**src/rtl/run_det_pkg.sv**
```systemverilog
// Shared definitions for the run-length detector.
// Default NUM_STATES/CNT_W values, a counter width type and the one-hot
// helper used to build the Moore state-indicator vector.
package run_det_pkg;

    localparam int NUM_STATES_DEF = 3;
    localparam int CNT_W_DEF      = 8;
    localparam int MAX_STATES     = 16;

    typedef logic [CNT_W_DEF-1:0] cnt_t;

    // One-hot of idx within an n-wide field.
    // If idx is at or above n, no bit is set, so unreachable
    // encodings decode to an all-zero Y.
    function automatic logic [MAX_STATES-1:0] onehot_of(input logic [31:0] idx,
                                                        input int unsigned n);
        logic [MAX_STATES-1:0] v;
        v = '0;
        for (int unsigned i = 0; i < MAX_STATES; i++) begin
            if ((i == idx) && (idx < n))
                v[i] = 1'b1;
        end
        return v;
    endfunction

endpackage

```
**src/rtl/sat_counter.sv**
```systemverilog
// Saturating up-counter with synchronous clear.
// clr has priority over inc. The count holds at all ones instead of
// wrapping. sat is registered and tracks the value being loaded
// into q on the same edge.
module sat_counter #(
    parameter int CNT_W = 8
) (
    input  logic             clk,
    input  logic             reset,
    input  logic             inc,
    input  logic             clr,
    output logic [CNT_W-1:0] q,
    output logic             sat
);

    logic [CNT_W-1:0] r_q;
    logic             r_sat;
    logic [CNT_W-1:0] w_next;

    // Next count: clear first, then a non-wrapping increment.
    always_comb begin
        w_next = r_q;
        if (clr)
            w_next = '0;
        else if (inc && !(&r_q))
            w_next = r_q + 1'b1;
    end

    // Count and saturation-flag registers.
    always_ff @(posedge clk or negedge reset) begin
        if (!reset) begin
            r_q   <= '0;
            r_sat <= 1'b0;
        end else begin
            r_q   <= w_next;
            r_sat <= &w_next;
        end
    end

    assign q   = r_q;
    assign sat = r_sat;

endmodule

```
**src/rtl/run_detector.sv**
```systemverilog
// Run-length detector on a serial bit stream.
// The state index counts consecutive ones and saturates at
// NUM_STATES-1, which is the threshold state. Y is the one-hot
// Moore indicator of the state. Z2 flags that a qualifying run is
// continuing, and Z1 flags that a qualifying run has just ended.
// run_cnt counts Z1 events, saturating, and is cleared by clr.
// Optional macro RUN_DET_REG_MEALY_EN registers Z1/Z2 (one-cycle
// delay, glitch-free). run_cnt still uses the raw term.
module run_detector
    import run_det_pkg::*;
#(
    parameter int NUM_STATES = NUM_STATES_DEF,
    parameter int CNT_W      = CNT_W_DEF
) (
    input  logic                  clk,
    input  logic                  reset,
    input  logic                  X,
    input  logic                  clr,
    output logic [NUM_STATES-1:0] Y,
    output logic                  Z1,
    output logic                  Z2,
    output logic [CNT_W-1:0]      run_cnt,
    output logic                  cnt_sat
);

    localparam int              ST_W = ($clog2(NUM_STATES) < 1) ? 1 : $clog2(NUM_STATES);
    localparam logic [ST_W-1:0] LAST = ST_W'(NUM_STATES - 1);

    logic [ST_W-1:0]       r_ps;
    logic [ST_W-1:0]       w_ns;
    logic [MAX_STATES-1:0] w_oh;
    logic                  w_z1;
    logic                  w_z2;

    // Present-state register. An asynchronous reset returns to state 0.
    always_ff @(posedge clk or negedge reset) begin
        if (!reset)
            r_ps <= '0;
        else
            r_ps <= w_ns;
    end

    // Next state: a one advances toward the threshold and then holds there.
    // A zero, or any unreachable encoding, returns to state 0.
    always_comb begin
        w_ns = '0;
        if (X && (r_ps < LAST))
            w_ns = r_ps + 1'b1;
        else if (X && (r_ps == LAST))
            w_ns = LAST;
    end

    // Output decode: Y depends only on the state.
    // The Z terms also use X in the same cycle.
    always_comb begin
        w_oh = onehot_of({{(32-ST_W){1'b0}}, r_ps}, NUM_STATES);
        Y    = w_oh[NUM_STATES-1:0];
        w_z1 = (r_ps == LAST) & ~X;
        w_z2 = (r_ps == LAST) &  X;
    end

`ifdef RUN_DET_REG_MEALY_EN
    logic r_z1;
    logic r_z2;

    // Register the Mealy terms so that glitches on X cannot reach the pins.
    always_ff @(posedge clk or negedge reset) begin
        if (!reset) begin
            r_z1 <= 1'b0;
            r_z2 <= 1'b0;
        end else begin
            r_z1 <= w_z1;
            r_z2 <= w_z2;
        end
    end

    assign Z1 = r_z1;
    assign Z2 = r_z2;
`else
    assign Z1 = w_z1;
    assign Z2 = w_z2;
`endif

    // Completed-run counter, driven by the unregistered Z1 term.
    sat_counter #(.CNT_W(CNT_W)) u_cnt (
        .clk   (clk),
        .reset (reset),
        .inc   (w_z1),
        .clr   (clr),
        .q     (run_cnt),
        .sat   (cnt_sat)
    );

endmodule

```
**config.mk**
```make
export PLATFORM = sky130hd
export DESIGN_NAME = run_detector
export DESIGN_NICKNAME = d
export VERILOG_FILES = /design/src/rtl/run_det_pkg.sv /design/src/rtl/sat_counter.sv /design/src/rtl/run_detector.sv
export SDC_FILE = /design/constraint.sdc
export NUM_CORES = 1
export LEC_CHECK = 0
export CELL_PAD_IN_SITES_DETAIL_PLACEMENT = 1
export CELL_PAD_IN_SITES_GLOBAL_PLACEMENT = 1
export CORE_MARGIN = 2
export CORE_UTILIZATION = 30
export CTS_CLUSTER_DIAMETER = 200
export DETAILED_ROUTE_END_ITERATION = 8
export PLACE_DENSITY = 0.78
export SLEW_MARGIN = 25
export SYNTH_ARGS = -nofsm -noshare
export SYNTH_HDL_FRONTEND = slang
export SYNTH_SLANG_ARGS = --single-unit
```
**constraint.sdc**
```tcl
create_clock -name clk -period 2.9 [get_ports clk]
set_clock_uncertainty 0.1 [all_clocks]
set_input_delay 0.29 -clock clk [delete_from_list [all_inputs] [get_ports clk]]
set_output_delay 0.29 -clock clk [all_outputs]
set_load 0.02 [all_outputs]
```
Word level (Yosys, flattened, before mapping) --
Index checks and enable logic that the tools add are counted.
Storage, ports and cells: flip-flop bits (word level) 11, input port bits 4, logic and storage cells 30
Cells by class: add/subtract/negate cells 2, magnitude comparators 2, equal/unequal tests 3, multiplexer cells 7, bitwise gates (word level) 3, reductions and logical operators 10
Operator list (count):
- 8-bit 2-to-1 mux | 2
- 8-bit AND reduction | 2
- 8-bit by 1-bit adder with 8-bit output, second input constant | 1
- 1-bit logical AND | 6
- 2-bit < comparator, second input constant | 2
- 2-bit 2-to-1 mux | 2
- 1-bit 2-to-1 mux | 3
- 2-bit by 1-bit adder with 2-bit output, second input constant | 1
- 1-bit AND | 2
- 1-bit by 2-bit equality test with 1-bit output, first input constant | 1
- 2-bit equality test, first input constant | 1
- 2-bit equality test, second input constant | 1
- 2-bit zero test | 1
- 1-bit zero test | 1
- 1-bit inverter | 1

Longest topological paths before layout --
Gate-level depths: netlist of run 1.
word-level depth 6, mapped depth 8

Modules after synthesis --
Synthesis of run 1 repeated with hierarchy kept, for this count alone.
Second synthesis, totals: cell total of the unflattened synthesis 79, area, all modules 701.9 µm²
By module, submodules not included:
- sat_counter | times used 1, cells each 66, area each 559.3 µm²
- run_detector | times used 1, cells each 13, area each 142.6 µm²

Worst setup path after synthesis of run 1 --
Ideal clock, no wire load.
kind register -> register, from register r_ps[0], to register u_cnt.r_sat, in the netlist u_cnt.sat, arrival 1.646 ns, data required time 2.705 ns, slack 1.059 ns, stages on the path, launching flop included 9, buffers on the path 1, clock period less this slack 1.841 ns, path through dfrtp_1 inv_1 ha_1 nor2b_2 clkbuf_4 a21oi_1 a311oi_2 o2111ai_1 nor4b_2
Between the ends: word-level cells in the longest chain between the ends 6
Ends and longest elaborated chain:
- from (decl) | line run_detector.sv:29 | logic [ST_W-1:0] r_ps;
- from (signal assigned) | line run_detector.sv:40 | r_ps <= w_ns;
- 2-bit equality test | line run_detector.sv:58 | w_z1 = (r_ps == LAST) & ~X;
- 1-bit AND | line run_detector.sv:58
- net Z1 | line run_detector.sv:20 | output logic Z1,
- 1-bit logical AND | line sat_counter.sv:25 | else if (inc && !(&r_q))
- 8-bit 2-to-1 mux | line sat_counter.sv:25
- 8-bit 2-to-1 mux | line sat_counter.sv:23 | if (clr)
- net u_cnt.w_next[2] | line sat_counter.sv:18 | logic [CNT_W-1:0] w_next;
- 8-bit AND reduction | line sat_counter.sv:36 | r_sat <= &w_next;
- to (signal assigned) | line sat_counter.sv:36
- to (decl) | line sat_counter.sv:17 | logic r_sat;
The timed path passes the listed nets, and every way through them passes these cells.

Worst setup path in the final report of run 1 --
from register r_ps[0], to output port Z1
Between the ends: word-level cells in the longest chain between the ends 2
Ends and longest elaborated chain (line):
- 2-bit equality test | run_detector.sv:58
- 1-bit AND | run_detector.sv:58
- to (decl) | run_detector.sv:20
No other way between the ends.

==> results of run 1 <==
[synth_stat cells (2+ instances only)]
cell type / n
nor3_1: 2
inv_1: 3
nand4_1: 3
xor2_1: 2
xnor2_1: 2
a21oi_1: 2
dfrtp_1: 11
nor2_1: 8
ha_1: 5
nand2_1: 3
mux2i_1: 3
[registers in the layout, summed over array words and instances (netlist names)]
| register | flops |
|---|---|
| u_cnt.sat | 1 |
| u_cnt.q | 8 |
| r_ps | 2 |
[stage by stage]
stage / cells / setup WS, ns
2_1_floorplan: 62 / 1.059
3_3_place_gp: 104 / 0.8283
3_5_place_dp: 104 / 0.8099
4_1_cts: 108 / 0.5535
5_1_grt: 108 / 0.4706
6_report: 108 / 0.5769
[worst paths after layout]
kind	startpoint	end	slack (ns)	cells after the start
worst max-delay path	r_ps[0]	Z1	0.58	4
worst min-delay path	reset	u_cnt.q[6]	0.25	1
worst max register to register	r_ps[0]	u_cnt.sat	0.87	7
worst min register to register	u_cnt.q[1]	u_cnt.q[1]	0.53	2
max in group asynchronous	reset	u_cnt.q[1]	2.12	1
min in group clk	u_cnt.q[1]	u_cnt.q[1]	0.53	2
[layout make-up]
cell class                      count  area, um2  area share
Multi-Input combinational cell     46      350.3      0.4040
Clock buffer                        4      26.28     0.03030
Inverter                            3      11.26     0.01299
Tap cell                           27      33.78     0.03896
Timing Repair Buffer               17      170.2      0.1962
Sequential cell                    11      275.3      0.3175
[power groups by stage]
stage	logic, mW	registers, mW	clock network, mW
2_1_floorplan	0.120	0.189	0
5_1_grt	0.212	0.188	0.111
6_report	0.190	0.184	0.102
3_5_place_dp	0.193	0.188	0
4_1_cts	0.195	0.185	0.107
3_3_place_gp	0.187	0.187	0
[kinds of logic after synthesis]
logic type                 Yosys count  share of synthesized area
AOI/OAI and AO/OA                    6                    0.08222
xor gates and xnor gates             4                    0.05355
adders and majority gates            5                    0.09560
buffers and inverters                5                    0.04398
DFF                                 11                     0.4206
muxes                                3                    0.04589
and+or+nand+nor                     28                     0.2582
[routing by layer]
metal  vias to the layer above  part of all wire  wire [um]
met5                         -                 0          0
met4                         0             0.010         15
met3                         2             0.042         61
met2                         9              0.53        764
met1                       262              0.41        597
li1                        259                 -          -
==> reports/metrics.cfg, run 1 <==
[cells_and_area]
diodes=0
area.growth.synth_to_final_pct=32.50
drive_gt1_frac=0.1235
finalInstanceArea_um2=867.1
nets=91
final_common_cell=clkdlybuf4s50_1
fill_cells=229
final_cell_mix=17 x clkdlybuf4s50_1, 11 x dfrtp_1, 8 x nor2_1
post-route-util=0.4331

[synthesis]
ys_async_sr_fraction=1.000
synth_nets=71
ys_warn_count=0
synth_top_area_cell=dfrtp_1
yosys_register_bits=11
synthCells=62
yosysSeqAreaShare=0.4207
syn_area_um2=654.4
synth_area_leaders=dfrtp_1 42%, ha_1 9.6%, mux2i_1 4.6%
synth-edff-count=0
synth.distinct_cells=29
synthFlopType=dfrtp_1
synth_top_area_share=0.4207
syn_area_per_cell_um2=10.55

[sta]
finalSetupTns_ns=0
setup_viol_count_final=0
hold_ws_ns=0.2514
fin_crit_ns=2.323
slew_viol_final=0
worst_pin_slew_ns=0.4919
rsz0062_at_grt=no
max_freq_mhz=430.5
worst_slew_margin_rel=0.6710
period_share=0.8011
finalHoldViolations=0

[pwr]
power.density_mw_per_mm2=549.4
pwr-share-seq=0.387
leakage_nw=0.3621
comb_power_share=0.399
ir_drop_mv=0.2380
swShare=0.3442
power.internal_mw=0.3124
switching_power_mw=0.1640
power_frac_clock=0.214
p_total_mw=0.4764

[critical_path]
cpMaxStageDelayCell=clkdlybuf4s50_1
max_stage_delay_ns=0.66
crit_buf_inv=2
start_kind=flip-flop
critPathCaptureType=primary output
path_cells=inv_1, ha_1, nor2b_2, clkdlybuf4s50_1
critical-path-top-delay-family=buffers and inverters
worstPathMaxFanout=7
required_ns=2.51
crit_type=flip-flop to primary output
crit_arrival_ns=1.93

[grt]
grt_usage=0.1299
overflow=0
grt_max_degree=12
met2_usage=0.2281
grtUsageMet1=0.1506
grt_pass1_wl_um=2477
grt-busiest-layer=met2
antenna_found_initial=0
grt_pass1_vias=549
grt_util_met3=0.04762

[clock_tree]
numClockSinks=11
clock_latency_ns=0.27
cts_max_path_buffers=2
cts_tree=built
htreeDepth=1
hold_buffers=0
ctsResizeCount=0
cts_buffers=3
cts-root-buf=clkbuf_4
post-cts-setup-buffers=0
clk_pin_slew_ns=0.07

[die]
die_area_mm2=0.002571
die_w_um=50.71
start_util=0.3269
coreArea_mm2=0.002002
ios=18
die_height_um=50.71
rows=16

[flow_run]
drv_cap=0

[routing]
post_drt_via_cell_ratio=4.926
wl_um=1439
drtIter0Drc=5
vias=532
drc_errors=0
post_drt_wl_per_cell_um=13.32
dr.pass1.iters=3
ant_nets=0

[placed_design]
port_buffers=17
dpl_cell_area_um2=840.8
dpl.hpwl_um=1175
place_congestion=0.7607

[outcome]
status=finished, final reports clean

[worst_hold_path]
hold_path.class=input port to asynchronous set/reset pin

Note: power is estimated with default switching activity, not from simulation.
==> run 2, diff against run 1 <==
- clock period: 2.9 -> 2.15 ns (I/O delays scaled with it)
==> run 2 against run 1 <==
- wire length increased by 5.5%
- setup slack got worse by 0.44 ns
- count of clock-buffer cells in the layout unchanged
- design area increased by 3.0%
- sequential cell count unchanged
- global-route usage increased by 0.49 points
- combinational power increased by 42%
- register-to-register slack got worse by 0.65 ns
- clock power increased by 36%
- critical path depth unchanged
- die area unchanged
- power increased by 38%
- critical path type unchanged
- critical endpoint is now Z2
- largest power group unchanged
==> reports/metrics.cfg, run 2 (synthesis results as in run 1) <==
[sta]
slew_viol_final=0  ; unchanged
finalSetupTns_ns=0  ; unchanged
setup_viol_count_final=0  ; unchanged
period_share=0.9379
worst_slew_margin_rel=0.6516  ; was 0.6710
finalHoldViolations=0  ; unchanged
fin_ws_ns=0.1335  ; was 0.5769 ns
max_freq_mhz=495.9
fin_crit_ns=2.017
worst_pin_slew_ns=0.5210  ; was 0.4919 ns
rsz0062_at_grt=no  ; unchanged

[cells_and_area]
multiInputGateArea_um2=355.3  ; was 350.3 um2
area.sequential_um2=275.3  ; unchanged
final_cell_mix=16 x clkdlybuf4s50_1, 11 x dfrtp_1, 8 x nor2_1  ; was 17 x clkdlybuf4s50_1, 11 x dfrtp_1, 8 x nor2_1
post-route-util=0.4463  ; was 0.4331
diodes=0  ; unchanged
largest_reg_flops=8  ; unchanged
area.growth.synth_to_final_pct=36.52  ; was 32.50%
fill_cells=223  ; was 229
final_common_cell=clkdlybuf4s50_1  ; unchanged
nets=94  ; was 91
drive_gt1_frac=0.1548  ; was 0.1235

[die]
start_util=0.3269  ; unchanged
coreArea_mm2=0.002002  ; unchanged
die_w_um=50.71  ; unchanged
rows=16  ; unchanged
ios=18  ; unchanged
die_height_um=50.71  ; unchanged
die_area_mm2=0.002571  ; unchanged

[grt]
grt_usage=0.1348  ; was 0.1299
overflow=0  ; unchanged
grt_max_degree=12  ; unchanged
grt_pass1_wl_um=2504  ; was 2477 um
antenna_found_initial=0  ; unchanged
grt_pass1_vias=534  ; was 549

[outcome]
status=finished, final reports clean  ; unchanged

[clock_tree]
clock_latency_ns=0.27  ; about the same
cts-root-buf=clkbuf_4  ; unchanged
numClockSinks=11  ; unchanged
cts_buffers=3  ; unchanged
htreeDepth=1  ; unchanged
cts_max_path_buffers=2  ; unchanged
cts_tree=built  ; unchanged
clk_pin_slew_ns=0.07  ; about the same

[routing]
dr.pass1.iters=4  ; was 3
post_drt_wl_per_cell_um=13.68  ; was 13.32 um
drc_errors=0  ; unchanged
post_drt_via_cell_ratio=4.919  ; was 4.926
ant_nets=0  ; unchanged
drtIter0Drc=6  ; was 5
wl_um=1518  ; was 1439 um
vias=546  ; was 532

[critical_path]
start_kind=flip-flop  ; unchanged
worstPathMaxFanout=4  ; was 7
critPathCaptureType=primary output  ; unchanged
crit_type=flip-flop to primary output  ; unchanged
crit_arrival_ns=1.70  ; was 1.93 ns
required_ns=1.84  ; was 2.51 ns

[worst_hold_path]
hold_path.class=input port to asynchronous set/reset pin  ; unchanged

[placed_design]
dpl.hpwl_um=1180  ; was 1175 um
place_congestion=0.7422  ; was 0.7607
port_buffers=17  ; unchanged
pre_cts_slack_ns=0.1456  ; was 0.8099 ns

[pwr]
leakage_nw=0.3832  ; was 0.3621 nW
ir_drop_mv=0.3307  ; was 0.2380 mV
power.density_mw_per_mm2=736.4  ; was 549.4 mW/mm2

[flow_run]
drv_cap=0  ; unchanged

==> run 2: cell types whose count changed in the layout (fill, tap and decap cells not counted) <==
cell	previous run	this run
buf_4	0	3
nor2b_4	0	1
nor2b_2	1	0
clkdlybuf4s50_1	17	16
dlygate4sd2_1	0	1
==> run 2: final timing paths <==
kind,startpoint,endpoint,slack (ns),cells after the start
min reg2reg,u_cnt.q[1],u_cnt.q[1],0.54,2
max,r_ps[0],Z2,0.13,4
max reg2reg,r_ps[0],u_cnt.sat,0.22,7
min in group clk,clr,u_cnt.q[2],0.44,2
max in group asynchronous,reset,u_cnt.q[1],1.41,1
min,reset,u_cnt.q[6],0.19,1
==> run 2: worst max-delay path, cell delays in order (launching register included) <==
cell             delay, ns
dfrtp_1               0.39
inv_1                 0.12
ha_1                  0.20
and2_1                0.13
clkdlybuf4s50_1       0.60
==> run 2: metal layers <==
| metal | vias up | global-route usage | routed length [um] |
|---|---|---|---|
| met2 | 8 | 0.2325 | 817 |
| met3 | 2 | 0.05357 | 45 |
| li1 | 262 | - | - |
| met5 | - | 0 | 0 |
| met1 | 274 | 0.1521 | 641 |
| met4 | 0 | 0.04054 | 14 |
==> run 2: area by class of cell <==
cell class | count | share of cell area
timing repair buffer | 20 | 0.2143
clock buffer | 4 | 0.02941
sequential | 11 | 0.3081
multi-input combinational | 46 | 0.3978
inverter | 3 | 0.01261
tap | 27 | 0.03782
==> run 2: power breakdown <==
part	internal (mW)	switching, mW	leakage, nW
logic	0.134	0.136	0.217
registers	0.227	0.0220	0.152
clock network	0.0718	0.0674	0.0150
total	0.432	0.225	0.383
==> run 2: what timing repair did <==
| action | 4_1_cts | 5_1_grt |
|---|---|---|
| setup endpoints to repair | 1 | 1 |
| setup buffers | 0 | 2 |
| resized for setup | 1 | 1 |
| cloned | 0 | 0 |
| hold buffers | 0 | 0 |
==> run 2: per-stage QoR <==
| stage | cell area (um2) | power [mW] | hold slack (ns) | std cells |
|---|---|---|---|---|
| after floorplan | 654.4 | 0.4172 | -0.1806 | 62 |
| after global placement | 848.3 | 0.5057 | 0.4921 | 105 |
| after detailed placement | 848.3 | 0.5135 | 0.4979 | 105 |
| after CTS | 873.3 | 0.6570 | 0.2028 | 109 |
| after global routing | 893.4 | 0.7072 | 0.2167 | 111 |
| final | 893.4 | 0.6579 | 0.1876 | 111 |
